--- config.mk ---
export PLATFORM = sky130hd
export DESIGN_NAME = elevator_ctrl_n
export DESIGN_NICKNAME = d
export VERILOG_FILES = /design/src/rtl/elevator_ctrl_n.sv
export SDC_FILE = /design/constraint.sdc
export NUM_CORES = 1
export LEC_CHECK = 0
export CAP_MARGIN = 15
export CORE_MARGIN = 2
export CORE_UTILIZATION = 30
export CTS_BUF_LIST = sky130_fd_sc_hd__clkbuf_2 sky130_fd_sc_hd__clkbuf_4 sky130_fd_sc_hd__clkbuf_8
export DETAILED_ROUTE_END_ITERATION = 6
export PLACE_DENSITY = 0.64
export SLEW_MARGIN = 20
export SYNTH_ARGS = -nofsm -noshare
export SYNTH_HDL_FRONTEND = slang
export SYNTH_SLANG_ARGS = --single-unit
--- constraint.sdc ---
create_clock -name clk -period 2.2 [get_ports clk]
set_clock_uncertainty 0.2 [all_clocks]
set_input_delay 0.66 -clock clk [delete_from_list [all_inputs] [get_ports clk]]
set_output_delay 0.66 -clock clk [all_outputs]
set_load 0.01 [all_outputs]
--- src/rtl/elevator_ctrl_n.sv ---
// elevator_ctrl_n: N-floor elevator controller.
// Latches hall and cabin calls, serves them with a collective (SCAN) sweep,
// holds the door open while the car is overloaded and tracks occupancy.
// All travel and door timing advances only on the slow tick strobe.
module elevator_ctrl_n #(
   parameter int FLOORS       = 4,
   parameter int FW           = 2,
   parameter int TRAVEL_TICKS = 2,
   parameter int DOOR_TICKS   = 3,
   parameter int MAX_PEOPLE   = 6,
   parameter int CNT_W        = 3
) (
   input  logic              clk,
   input  logic              reset,
   input  logic              tick,
   input  logic [FLOORS-1:0] call_ext,
   input  logic [FLOORS-1:0] call_int,
   input  logic              people_up,
   input  logic              people_down,
   output logic [FW-1:0]     floor,
   output logic [FLOORS-1:0] pending,
   output logic              door_open,
   output logic              moving,
   output logic              dir_up,
   output logic [CNT_W-1:0]  people,
   output logic              alarm
);

   localparam int TW = (TRAVEL_TICKS > 1) ? $clog2(TRAVEL_TICKS) : 1;
   localparam int DW = (DOOR_TICKS > 1) ? $clog2(DOOR_TICKS) : 1;
   localparam logic [TW-1:0]    TRAVEL_LAST = TW'(TRAVEL_TICKS - 1);
   localparam logic [DW-1:0]    DOOR_LAST   = DW'(DOOR_TICKS - 1);
   localparam logic [CNT_W-1:0] PEOPLE_SAT  = '1;
   localparam logic [CNT_W-1:0] PEOPLE_MAX  = CNT_W'(MAX_PEOPLE);

   typedef enum logic [1:0] {IDLE, MOVE, DOOR} state_t;

   state_t            state;
   logic [TW-1:0]     travel_cnt;
   logic [DW-1:0]     door_cnt;
   logic              arrived;
   logic [FLOORS-1:0] pend_in;
   logic [FLOORS-1:0] floor_oh;
   logic              cur_call;
   logic              calls_up;
   logic              calls_dn;
   logic [FW-1:0]     next_floor;

   // Saturating occupancy update; simultaneous enter/leave cancels out.
   function automatic logic [CNT_W-1:0] occ_next(input logic [CNT_W-1:0] cnt,
                                                 input logic up,
                                                 input logic dn);
      logic [CNT_W-1:0] res;
      res = cnt;
      if (up && !dn && (cnt != PEOPLE_SAT))
         res = cnt + CNT_W'(1);
      else if (dn && !up && (cnt != '0))
         res = cnt - CNT_W'(1);
      return res;
   endfunction

   // Call merge, current-floor mask and which side of the car has calls.
   always_comb begin
      pend_in    = pending | call_ext | call_int;
      floor_oh   = FLOORS'(1) << floor;
      cur_call   = |(pending & floor_oh);
      next_floor = dir_up ? (floor + FW'(1)) : (floor - FW'(1));
      calls_up   = 1'b0;
      calls_dn   = 1'b0;
      for (int i = 0; i < FLOORS; i++) begin
         if (pending[i] && (i > int'(floor))) calls_up = 1'b1;
         if (pending[i] && (i < int'(floor))) calls_dn = 1'b1;
      end
   end

   // Car sequencer: call register, SCAN direction choice, travel and door timers.
   always_ff @(posedge clk or posedge reset) begin
      if (reset) begin
         state      <= IDLE;
         floor      <= '0;
         pending    <= '0;
         door_open  <= 1'b0;
         moving     <= 1'b0;
         dir_up     <= 1'b1;
         travel_cnt <= '0;
         door_cnt   <= '0;
         arrived    <= 1'b0;
      end else begin
         pending <= pend_in;
         case (state)
            IDLE: begin
               if (cur_call) begin
                  state     <= DOOR;
                  door_open <= 1'b1;
                  door_cnt  <= '0;
                  pending   <= pend_in & ~floor_oh;
               end else if (calls_up || calls_dn) begin
                  state      <= MOVE;
                  moving     <= 1'b1;
                  travel_cnt <= '0;
                  arrived    <= 1'b0;
                  // Reverse only when nothing remains in the current sweep direction.
                  if (dir_up ? !calls_up : !calls_dn) dir_up <= ~dir_up;
               end
            end
            MOVE: begin
               arrived <= 1'b0;
               // The stop decision is taken the clk after the floor step.
               if (arrived && cur_call) begin
                  state      <= DOOR;
                  moving     <= 1'b0;
                  door_open  <= 1'b1;
                  door_cnt   <= '0;
                  travel_cnt <= '0;
                  pending    <= pend_in & ~floor_oh;
               end else if (tick) begin
                  if (travel_cnt == TRAVEL_LAST) begin
                     floor      <= next_floor;
                     travel_cnt <= '0;
                     arrived    <= 1'b1;
                  end else begin
                     travel_cnt <= travel_cnt + TW'(1);
                  end
               end
            end
            DOOR: begin
               // Calls at the open floor are absorbed rather than queued.
               pending <= pend_in & ~floor_oh;
               if (alarm) begin
                  door_cnt <= '0;
               end else if (tick) begin
                  if (door_cnt == DOOR_LAST) begin
                     state     <= IDLE;
                     door_open <= 1'b0;
                     door_cnt  <= '0;
                  end else begin
                     door_cnt <= door_cnt + DW'(1);
                  end
               end
            end
            default: begin
               state     <= IDLE;
               door_open <= 1'b0;
               moving    <= 1'b0;
            end
         endcase
      end
   end

   // Occupancy counter (door must be open) and registered overload alarm.
   always_ff @(posedge clk or posedge reset) begin
      if (reset) begin
         people <= '0;
         alarm  <= 1'b0;
      end else begin
         alarm <= (people > PEOPLE_MAX);
         if (door_open) people <= occ_next(people, people_up, people_down);
      end
   end

endmodule

==> flow_summary_export.csv <==
group,metric,value,unit
worst_setup_path,criticalPathCategory,"in -> reg",
floorplanning,die_x,64.4,um
synth,syn_nets,120,
layout,seq_area,487,sq um
grt,grt_antenna_before_repair,0,
timing,min_period,2180,ps
route,vias,945,
layout,post-route-util,45.7,%
synth,ys_top_cells_by_area,"dfrtp_1 (41%), ha_1 (6.9%), a22oi_4 (3.9%), a21oi_1 (3.7%), inv_1 (3.1%)",
floorplanning,io_pins,26,
worst_setup_path,cp_num_buf_inv,2,
floorplanning,start_util,32.1,%
floorplanning,coreArea,3420,sq um
synth,ys_seq_area_share,43.5,%
run_status,status,"finished, final reports clean",
route,wl_met1,1230,um
place,dp_hpwl,1780,um
layout,most-common-layout-cells,"clkdlybuf4s50_1 (23), buf_4 (16), dfrtp_1 (10)",
layout,final_common_cell,"clkdlybuf4s50_1",
layout,fillers,317,
synth,avgSynthCellArea,10.9,sq um
worst_setup_path,r2r-start,"people[0]$_DFFE_PP0P_",
synth,synth_top_cell_by_area,"dfrtp_1",
clock_network,cts_max_path_buffers,2,
min_path,hold_path_class,"reg -> reg",
clock_network,htree_levels,1,
layout,antenna_cells,0,
synth,synth-main-ff-cell,"dfrtp_1",
worst_setup_path,critPathCaptureType,"flop",
synth,synth-async-reset-ratio,100,%
timing,setup_viol,0,
worst_setup_path,path_cells,"clkdlybuf4s50_1 -> and2_1 -> inv_1 -> fa_2 -> nor3_2 -> o21ai_2 -> xnor2_1",
route,met3_length,79,um
layout,final_nets,165,
layout,layout-drive-gt1-share,27.8,%
layout,layout.cells.non_filler,190,
grt,grt_overflow,0,
clock_network,cts_sinks,19,
timing,finalSetupTns,0,ps
clock_network,cts_tree,"yes",
layout,area_growth_syn_to_layout,42.6,%
worst_setup_path,worstSetupStartpoint,"people_up",
synth,synth_edf_count,0,
synth,synth_cell_types,39,
timing,worst_pin_slew,419,ps
worst_setup_path,endpoint,"people[2]$_DFFE_PP0P_",
worst_setup_path,r2r_cells,7,
timing,fin_crit_sh,99.2,%
grt,track_usage,12.4,%
worst_setup_path,r2r_end,"people[2]$_DFFE_PP0P_",
worst_setup_path,start_kind,"input pin",
floorplanning,die-area,4150,sq um
power,p_leak,0.676,nW
power,peakVddDrop,0.537,mV
synth,synth_top_area_share,41.1,%
power,powerDensity,1390,nW/um^2
route,routed_wl,2630,um
clock_network,cts_hold_buf,0,
floorplanning,die_h,64.4,um
timing,slew_viol_final,0,
place,numPortBuffers,25,
clock_network,insertion_delay,310,ps
synth,synth_cells,100,
worst_setup_path,crit_required,2210,ps
route,wl_met2,1280,um
timing,timing.fmax,0.458,GHz
route,first_pass_iters,4,
timing,maxSlewHeadroom,71.6,%
synth,yosys_warnings,0,
route,drc,0,
route,topRoutingLayerUsed,"met4",
route,drt.antenna.violating_nets,0,
worst_setup_path,cpMaxStageDelayCell,"clkdlybuf4s50_1",
clock_network,path_clk_slew,120,ps
worst_setup_path,cp_max_fo,2,
synth,synth_area,1090,sq um
floorplanning,num_rows,21,
grt,grt_pass1_vias,905,
clock_network,root_buffer,"clkbuf_4",
worst_setup_path,critical_path.top_delay_family,"buffers and inverters",
route,drt_iter0_drc,37,
flow_run,max_cap_viol_count,0,
timing,final_hold_viol_count,0,
grt,grt_max_degree,20,
worst_setup_path,reg2reg_slack,130,ps
route,routed_via_density,4.97,
worst_setup_path,cp_num_cells,7,
route,wire_per_inst,13.8,um
layout,multi_input_area,584,sq um
grt,grt_pass1_wl,4050,um
clock_network,cts_buffers,3,
worst_setup_path,slowest_delay,480,ps
place,gp_routability_congestion,0.784,
synth,synth-seq-cells,19,
worst_setup_path,critPathArrivalTime,2200,ps
place,dp.cells,176,
routing by layer:
layer  GRT usage (%)  up-vias
li1                -      455
met1            15.8      463
met2            20.7       22
met3            1.56        5
met4            6.12        0
met5               0        -
through the flow:
step	power [mW]	setup WS, ps	hold WS (ps)	cell area (sq um)
final	2.18	17.3	317	1560
after floorplan	1.41	139	289	1090
after CTS	2.04	-53.9	323	1480
after global routing	2.34	-34.6	353	1560
after detailed placement	1.83	-458	301	1440
after global placement	1.80	-311	299	1440
synth_stat cells, types with 3 or more instances:
library cell	number
a21oi_1	8
dfrtp_1	18
ha_1	6
inv_1	9
nand2_1	6
nand2b_1	4
nor3_1	6
o21ai_1	3
xnor2_1	3
cell families (layout without fill, tap and decap cells):
logic type                 Yosys count  count (layout)  synth area share (%)
muxes                                3               3                  3.31
buffers and inverters               10              54                  4.11
adders and majority gates            7               7                  8.69
AOI/OAI and AO/OA                   30              30                  22.3
DFF                                 19              19                  43.5
and+or+nand+nor                     27              27                  14.9
xor gates and xnor gates             4               4                  3.20
final cells by class:
cell class / count / area share, %
sequential: 19 / 31.2
tap: 46 / 3.69
inverter: 9 / 2.16
multi-input combinational: 71 / 37.4
clock buffer: 3 / 1.44
clock inverter: 1 / 0.321
timing repair buffer: 41 / 23.8
flip-flops by register name, summed over array words and instances, names as in the netlist:
name	cells
floor	2
pending	4
door_open	1
alarm	1
people	3
dir_up	1
arrived	1
state	2
travel_cnt	1
door_cnt	2
moving	1
worst min path at each step:
stage | from | endpoint | slack [ps] | depth (start not counted)
CTS | dir_up$_DFFE_PP1P_ | dir_up$_DFFE_PP1P_ | 320 | 2
finish | dir_up$_DFFE_PP1P_ | dir_up$_DFFE_PP1P_ | 320 | 2
floorplan | door_cnt[1]$_DFFE_PP0P_ | door_cnt[1]$_DFFE_PP0P_ | 290 | 1
global route | people[2]$_DFFE_PP0P_ | people[2]$_DFFE_PP0P_ | 350 | 1
detailed placement | dir_up$_DFFE_PP1P_ | dir_up$_DFFE_PP1P_ | 300 | 2
global placement | moving$_DFFE_PP0P_ | moving$_DFFE_PP0P_ | 300 | 2
power by group:
group	switching (mW)	internal (mW)	total (mW)
clock	0.119	0.0680	0.187
combinational	0.588	0.687	1.28
sequential	0.200	0.513	0.713
worst min-delay path, delay by kind of cell (launching register included):
family	cells	cell delay, ps
DFF	1	410
AOI/OAI and AO/OA	2	120
repair_timing:
item	CTS	global route
endpoints found under the hold margin	0	0
setup buffers	1	9
gates resized for setup	7	6
pin swaps	1	4
setup endpoints to repair	7	10
Power figures use the tool's default switching activity.
